--- config.mk ---
export PLATFORM = sky130hd
export DESIGN_NAME = mul_pipe_flat
export DESIGN_NICKNAME = d
export VERILOG_FILES = /design/src/rtl/mul_pipe_pkg.sv /design/src/rtl/mul_pipe_if.sv /design/src/rtl/mul_pp.sv /design/src/rtl/mul_pipe.sv /design/src/flat_wrapper.sv
export SDC_FILE = /design/constraint.sdc
export NUM_CORES = 2
export LEC_CHECK = 0
export CAP_MARGIN = 0
export CORE_ASPECT_RATIO = 0.7
export CORE_MARGIN = 1
export CORE_UTILIZATION = 30
export CTS_BUF_LIST = sky130_fd_sc_hd__clkbuf_4 sky130_fd_sc_hd__clkbuf_8
export CTS_CLUSTER_SIZE = 30
export DETAILED_ROUTE_END_ITERATION = 6
export GPL_ROUTABILITY_DRIVEN = 0
export HOLD_SLACK_MARGIN = 0.08
export PLACE_DENSITY_LB_ADDON = 0.15
export RECOVER_POWER = 25
export SKIP_CTS_REPAIR_TIMING = 1
export SYNTH_ARGS = -nofsm -noshare
export SYNTH_HDL_FRONTEND = slang
export SYNTH_SLANG_ARGS = --single-unit
--- constraint.sdc ---
create_clock -name clk -period 8.9 [get_ports clk]
set_clock_uncertainty 0.2 [all_clocks]
set_input_delay 0.89 -clock clk [delete_from_list [all_inputs] [get_ports clk]]
set_output_delay 0.89 -clock clk [all_outputs]
set_load 0.005 [all_outputs]
--- src/rtl/mul_pipe_pkg.sv ---
// Shared constants and operation encodings for the pipelined multiplier.
// The op decode lives here so every stage agrees on which product half is selected.
package mul_pipe_pkg;

    localparam int WORD          = 32;
    localparam int TAG_W_DEFAULT = 5;
    localparam int STAGES        = 3;

    typedef enum logic [1:0] {
        MUL_LO  = 2'b00,
        MULH_S  = 2'b01,
        MULH_U  = 2'b10,
        MUL_RSV = 2'b11
    } op_e;

    // The reserved encoding behaves exactly like a low-half multiply.
    function automatic op_e decode_op(input logic [1:0] raw);
        case (raw)
            2'b01:   return MULH_S;
            2'b10:   return MULH_U;
            default: return MUL_LO;
        endcase
    endfunction

    function automatic logic is_high_half(input op_e op);
        return (op == MULH_S) || (op == MULH_U);
    endfunction

endpackage

--- src/rtl/mul_pipe_if.sv ---
// Request/response bundle of the pipelined multiplier.
// The slave modport is the multiplier's view, the master modport is the requester's.
interface mul_pipe_if #(
    parameter int WIDTH = mul_pipe_pkg::WORD,
    parameter int TAG_W = mul_pipe_pkg::TAG_W_DEFAULT
);

    logic             in_valid;
    logic             in_ready;
    logic [1:0]       op;
    logic [WIDTH-1:0] src0;
    logic [WIDTH-1:0] src1;
    logic [TAG_W-1:0] in_tag;
    logic             flush;
    logic             out_valid;
    logic             out_ready;
    logic [WIDTH-1:0] result;
    logic [TAG_W-1:0] out_tag;

    modport master (
        output in_valid, op, src0, src1, in_tag, flush, out_ready,
        input  in_ready, out_valid, result, out_tag
    );

    modport slave (
        input  in_valid, op, src0, src1, in_tag, flush, out_ready,
        output in_ready, out_valid, result, out_tag
    );

endinterface

--- src/rtl/mul_pp.sv ---
// Partial-product generator: operand magnitudes split into halves and
// multiplied pairwise, plus the sign of the final product for signed ops.
module mul_pp #(
    parameter int WIDTH = 32
) (
    input  logic             signed_i,
    input  logic [WIDTH-1:0] src0_i,
    input  logic [WIDTH-1:0] src1_i,
    output logic             neg_o,
    output logic [WIDTH-1:0] pp_ll_o,
    output logic [WIDTH-1:0] pp_lh_o,
    output logic [WIDTH-1:0] pp_hl_o,
    output logic [WIDTH-1:0] pp_hh_o
);

    localparam int HALF = WIDTH / 2;

    logic [WIDTH-1:0] mag0;
    logic [WIDTH-1:0] mag1;
    logic [HALF-1:0]  a_lo, a_hi, b_lo, b_hi;

    function automatic logic [WIDTH-1:0] umul(input logic [HALF-1:0] x, input logic [HALF-1:0] y);
        return {{HALF{1'b0}}, x} * {{HALF{1'b0}}, y};
    endfunction

    // The most negative value negates to itself, which is its correct unsigned magnitude.
    always_comb begin
        mag0 = (signed_i && src0_i[WIDTH-1]) ? -src0_i : src0_i;
        mag1 = (signed_i && src1_i[WIDTH-1]) ? -src1_i : src1_i;
    end

    assign neg_o = signed_i & (src0_i[WIDTH-1] ^ src1_i[WIDTH-1]);

    assign a_lo = mag0[HALF-1:0];
    assign a_hi = mag0[WIDTH-1:HALF];
    assign b_lo = mag1[HALF-1:0];
    assign b_hi = mag1[WIDTH-1:HALF];

    assign pp_ll_o = umul(a_lo, b_lo);
    assign pp_lh_o = umul(a_lo, b_hi);
    assign pp_hl_o = umul(a_hi, b_lo);
    assign pp_hh_o = umul(a_hi, b_hi);

endmodule

--- src/rtl/mul_pipe.sv ---
// Three-stage pipelined multiplier: S0 partial products, S1 reduction,
// S2 sign fix and half select, with a single global stall and flush.
module mul_pipe
    import mul_pipe_pkg::*;
#(
    parameter int WIDTH = WORD,
    parameter int TAG_W = TAG_W_DEFAULT
) (
    input logic       clk,
    input logic       rst,
    mul_pipe_if.slave bus
);

    localparam int HALF = WIDTH / 2;

    op_e              op_in;
    logic             advance;
    logic             pp_neg;
    logic [WIDTH-1:0] pp_ll, pp_lh, pp_hl, pp_hh;

    logic             s0_valid_q, s0_valid_d;
    op_e              s0_op_q;
    logic             s0_neg_q;
    logic [TAG_W-1:0] s0_tag_q;
    logic [WIDTH-1:0] s0_ll_q, s0_lh_q, s0_hl_q, s0_hh_q;

    logic               s1_valid_q, s1_valid_d;
    op_e                s1_op_q;
    logic               s1_neg_q;
    logic [TAG_W-1:0]   s1_tag_q;
    logic [2*WIDTH-1:0] s1_mag_q, s1_mag_d;

    logic               s2_valid_q, s2_valid_d;
    logic [2*WIDTH-1:0] s2_full;
    logic [WIDTH-1:0]   s2_result_q, s2_result_d;
    logic [TAG_W-1:0]   s2_tag_q;

    assign op_in   = decode_op(bus.op);
    assign advance = !s2_valid_q || bus.out_ready;

    mul_pp #(
        .WIDTH(WIDTH)
    ) u_pp (
        .signed_i(op_in == MULH_S),
        .src0_i  (bus.src0),
        .src1_i  (bus.src1),
        .neg_o   (pp_neg),
        .pp_ll_o (pp_ll),
        .pp_lh_o (pp_lh),
        .pp_hl_o (pp_hl),
        .pp_hh_o (pp_hh)
    );

    // Flush wins over both stall and a request offered in the same cycle.
    always_comb begin
        s0_valid_d = s0_valid_q;
        s1_valid_d = s1_valid_q;
        s2_valid_d = s2_valid_q;
        if (bus.flush) begin
            s0_valid_d = 1'b0;
            s1_valid_d = 1'b0;
            s2_valid_d = 1'b0;
        end else if (advance) begin
            s0_valid_d = bus.in_valid;
            s1_valid_d = s0_valid_q;
            s2_valid_d = s1_valid_q;
        end
    end

    always_comb begin
        s1_mag_d = {s0_hh_q, s0_ll_q}
                 + {{HALF{1'b0}}, s0_lh_q, {HALF{1'b0}}}
                 + {{HALF{1'b0}}, s0_hl_q, {HALF{1'b0}}};
    end

    always_comb begin
        s2_full     = s1_neg_q ? -s1_mag_q : s1_mag_q;
        s2_result_d = is_high_half(s1_op_q) ? s2_full[2*WIDTH-1:WIDTH] : s2_full[WIDTH-1:0];
    end

    always_ff @(posedge clk or posedge rst) begin
        if (rst) begin
            s0_valid_q  <= 1'b0;
            s1_valid_q  <= 1'b0;
            s2_valid_q  <= 1'b0;
            s2_result_q <= '0;
            s2_tag_q    <= '0;
        end else begin
            s0_valid_q <= s0_valid_d;
            s1_valid_q <= s1_valid_d;
            s2_valid_q <= s2_valid_d;
            if (advance && s1_valid_q) begin
                s2_result_q <= s2_result_d;
                s2_tag_q    <= s1_tag_q;
            end
        end
    end

    // Payload registers need no reset: they are only observed behind a valid bit.
    always_ff @(posedge clk) begin
        if (advance) begin
            s0_op_q  <= op_in;
            s0_neg_q <= pp_neg;
            s0_tag_q <= bus.in_tag;
            s0_ll_q  <= pp_ll;
            s0_lh_q  <= pp_lh;
            s0_hl_q  <= pp_hl;
            s0_hh_q  <= pp_hh;
            s1_op_q  <= s0_op_q;
            s1_neg_q <= s0_neg_q;
            s1_tag_q <= s0_tag_q;
            s1_mag_q <= s1_mag_d;
        end
    end

    assign bus.in_ready  = advance;
    assign bus.out_valid = s2_valid_q;
    assign bus.result    = s2_result_q;
    assign bus.out_tag   = s2_tag_q;

endmodule

--- src/flat_wrapper.sv ---
// flat-port wrapper written by rule: the top's interface ports become plain ports
module mul_pipe_flat import mul_pipe_pkg::*;
#(
    parameter int WIDTH = WORD,
    parameter int TAG_W = TAG_W_DEFAULT
)
  (clk, rst, bus_in_valid, bus_op, bus_src0, bus_src1, bus_in_tag, bus_flush, bus_out_ready, bus_in_ready, bus_out_valid, bus_result, bus_out_tag);
  mul_pipe_if #(.WIDTH(WIDTH), .TAG_W(TAG_W)) bus_i ();
  input logic clk;
  input logic rst;
  input wire logic [$bits(bus_i.in_valid)-1:0] bus_in_valid;
  input wire logic [$bits(bus_i.op)-1:0] bus_op;
  input wire logic [$bits(bus_i.src0)-1:0] bus_src0;
  input wire logic [$bits(bus_i.src1)-1:0] bus_src1;
  input wire logic [$bits(bus_i.in_tag)-1:0] bus_in_tag;
  input wire logic [$bits(bus_i.flush)-1:0] bus_flush;
  input wire logic [$bits(bus_i.out_ready)-1:0] bus_out_ready;
  output wire logic [$bits(bus_i.in_ready)-1:0] bus_in_ready;
  output wire logic [$bits(bus_i.out_valid)-1:0] bus_out_valid;
  output wire logic [$bits(bus_i.result)-1:0] bus_result;
  output wire logic [$bits(bus_i.out_tag)-1:0] bus_out_tag;
  assign bus_i.in_valid = bus_in_valid;
  assign bus_i.op = bus_op;
  assign bus_i.src0 = bus_src0;
  assign bus_i.src1 = bus_src1;
  assign bus_i.in_tag = bus_in_tag;
  assign bus_i.flush = bus_flush;
  assign bus_i.out_ready = bus_out_ready;
  assign bus_in_ready = bus_i.in_ready;
  assign bus_out_valid = bus_i.out_valid;
  assign bus_result = bus_i.result;
  assign bus_out_tag = bus_i.out_tag;
  mul_pipe #(.WIDTH(WIDTH), .TAG_W(TAG_W)) u_core (.clk(clk), .rst(rst), .bus(bus_i));
endmodule
==> out/qor.csv <==
stage,metric,value,unit
critical_path,Crit path largest cell delay,0.64,ns
yosys,Seq cells post-synth,248,
clock_tree,number of levels the H-tree was split into,2,
grt,initial antenna violation count,16,
yosys,synthesized area,46900,um^2
sta,achievable clock frequency,113,MHz
routing,average detailed-routed wire length per instance,21.4,um
hold_path,worst hold path class,reg -> reg,
critical_path,Crit. End Element,register,
routing,number of DRC markers after the initial detailed-route iteration,3088,
grt,peak-usage layer in the global routing report,met1,
sta,# setup viols final,0,
critical_path,cell type group with the largest total delay on the critical path,adder cells,
yosys,sequential share of the synthesized area,15.5,%
status,violated checks,"capacitance limit, slew limit",
yosys,number of instances in the synthesized netlist,5179,
sta,slew margin rel.,-111,%
routing,count of antenna-violating nets left after detailed routing,0,
yosys,average cell area after synthesis,9.06,um^2
floorplanning,num rows,120,
critical_path,kind of start point of the critical path,input port,
routing,drt total wl,172,mm
routing,post-route DRC violation count,0,
grt,met1 global-route usage,32.9,%
yosys,synth unique cells,81,
grt,met3 usage in global routing,4.06,%
critical_path,critical path's most frequent cell,fa_1,
finish,post-route core utilization,38.0,%
grt,total track usage,21.7,%
yosys,ranking of synthesized cells by area,"fa_1, edfxtp_1, ha_1",
grt,met2 layer usage reported by global route,32.0,%
status,result of the run,"complete, but fails checks",
critical_path,Crit Path Max Fanout,4,
routing,via/cell ratio,4.83,
clock_tree,Inserted Clock Buffers,39,
hold_path,worst hold path startpoint,u_core.s0_op_q[1],
placement,pre-CTS WS,-1.14,ns
clock_tree,number of clock sinks,248,
sta,unrepaired setup endpoints after global routing,yes,
clock_tree,clock insertion delay at the later pin of the skew report,0.61,ns
critical_path,cell count of the worst reg-to-reg path,3,
floorplanning,I/O pin total,115,
yosys,most instantiated flip-flop cell in the synthesis netlist,edfxtp_1,
placement,detailed placement HPWL,148,mm
finish,area taken by multi-input logic gates,36200,um^2
yosys,dominant cell type by area after synthesis,fa_1,
grt,global route total overflow,0,
routing,drt first pass iters,5,
critical_path,critical register-to-register path endpoint,u_core.s0_lh_q[18],
job,number of max-cap violations,4,
placement,placed instance area,57000,um^2
sta,slew at the pin closest to its max-slew limit,3.17,ns
clock_tree,post-CTS clock slew at the launch and capture registers of the worst setup and hold paths,0.07,ns
critical_path,origin of the critical flop-to-flop path,u_core.bus.out_valid,
hold_path,Worst Hold End,u_core.s1_op_q[1],
yosys,async set-or-reset flop fraction in the synthesized netlist,16.1,%
sta,final worst path period need,8.87,ns
floorplanning,Std-Cell Core Area,154000,um^2
critical_path,worst path arrival time,9.00,ns
finish,layout-stage area growth over the synthesis result,24.8,%
sta,final hold violation count,0,
finish,layout cells sized above 1,17.6,%
critical_path,CP Class,in -> reg,
finish,Final #Nets,7281,
placement,port bufs,114,
clock_tree,TritonCTS clock tree,built,
sta,setup slack after layout,0.0304,ns
sta,Tcrit/Tclk final,99.7,%
finish,count of filler cells inserted in the layout,15930,
grt,global-route wire length before repair,254,mm
clock_tree,number of buffers on the longest clock path,3,
yosys,count of warnings emitted by yosys,0,
grt,pin count of the biggest net entering global routing,77,
yosys,share of Yosys cell area claimed by the top area cell type,34.5,%
critical_path,number of buffer and inverter instances along the worst setup path,9,
finish,total non-filler cell area in the finished layout,58500,um^2
grt,vias in the first global route,39280,
finish,area used by sequential logic in the layout,7250,um^2
yosys,Post-Syn Nets,6515,
critical_path,CP Data Required Time,9.03,ns
floorplanning,effective utilization at floorplan,30.4,%
floorplanning,Die Outline Area,158000,um^2
floorplanning,DIE HEIGHT,333,um
sta,max-slew violations,162,
routing,total via count after detailed routing,38898,
yosys,number of synthesized flops with an enable pin,208,
clock_tree,Clk Tree Root Cell,clkbuf_8,
sta,Post-Route Setup TNS,0,ns
critical_path,Worst R2R Setup Slack,3.14,ns
critical_path,Crit-path slowest cell,or4_4,
floorplanning,overall die width,475,um
hold_path,worst hold path stage count,0,
metal layers:
metal / wire [um] / vias up
met5: 13 / -
met4: 3100 / 2
met3: 12500 / 154
met2: 73200 / 1128
met1: 83600 / 19821
li1: - / 17793
state kept, by name, indices dropped and copies added, names as in the netlist, 5 cells and up:
name and flops:
u_core.s1_mag_q 64, u_core.bus.result 32, u_core.s0_hh_q 32, u_core.s0_hl_q 32
u_core.s0_lh_q 32, u_core.s0_ll_q 32, u_core.bus.out_tag 5, u_core.s0_tag_q 5
u_core.s1_tag_q 5
through the flow:
step	hold slack, ns	cells
floorplan	0.200	5179
global placement	0.203	7958
detailed placement	0.205	7958
CTS	0.208	8029
global route	0.209	8049
finish	0.219	8051
logic make-up after synthesis:
kind of cell / Yosys count / share of synthesized area (%)
AND/OR/NAND/NOR: 1604 / 14.5
adder cells (fa/ha/maj): 1260 / 46.6
buffers and inverters: 1161 / 9.35
AO/OA/AOI/OAI: 589 / 8.15
XOR/XNOR: 315 / 5.95
flip-flops: 248 / 15.5
multiplexers: 2 / 0.0427
area by class of cell:
type                       instances  area share [%]
multi-input combinational       3771            61.8
timing repair buffer             934            13.9
sequential                       248            12.4
inverter                         951            6.10
tap                             2074            4.43
clock buffer                      47            1.02
clock inverter                    24           0.331
antenna                            2         0.00855
layout by cell type, fill, tap and decap left out, types with 42 or more instances in the layout:
cell / n
buf_4: 739
ha_1: 440
nand2_1: 692
xor2_1: 106
a21o_1: 93
nand3_1: 42
nor3_1: 42
fa_1: 807
xnor2_1: 147
o21ai_0: 100
a21oi_1: 161
inv_1: 936
nor2_1: 607
clkdlybuf4s50_1: 101
buf_12: 67
edfxtp_1: 208
how the worst max path moves through the flow:
stage	startpoint	to	cells after the start
2_1_floorplan	bus_src0[6]	u_core.s0_hh_q[30]	29
3_3_place_gp	bus_src0[6]	u_core.s0_hh_q[31]	30
3_5_place_dp	bus_src0[6]	u_core.s0_hh_q[31]	30
4_1_cts	bus_src0[6]	u_core.s0_hh_q[31]	30
5_1_grt	bus_src0[9]	u_core.s0_hh_q[28]	32
6_report	bus_src0[9]	u_core.s0_hh_q[28]	32
synth_stat cells (26+ instances only):
library cell,n
nor2_1,610
ha_1,451
o21ai_0,106
xnor2_1,177
a21oi_1,177
nand2_1,697
fa_1,809
inv_1,950
edfxtp_1,208
nor3_1,46
dfrtp_1,40
clkbuf_1,188
xor2_1,134
or3_1,26
a21o_1,93
nor4_1,26
nand3_1,42
Power is not shown: default switching activity piles up to over one toggle a cycle in this logic, so the estimate is an artifact.
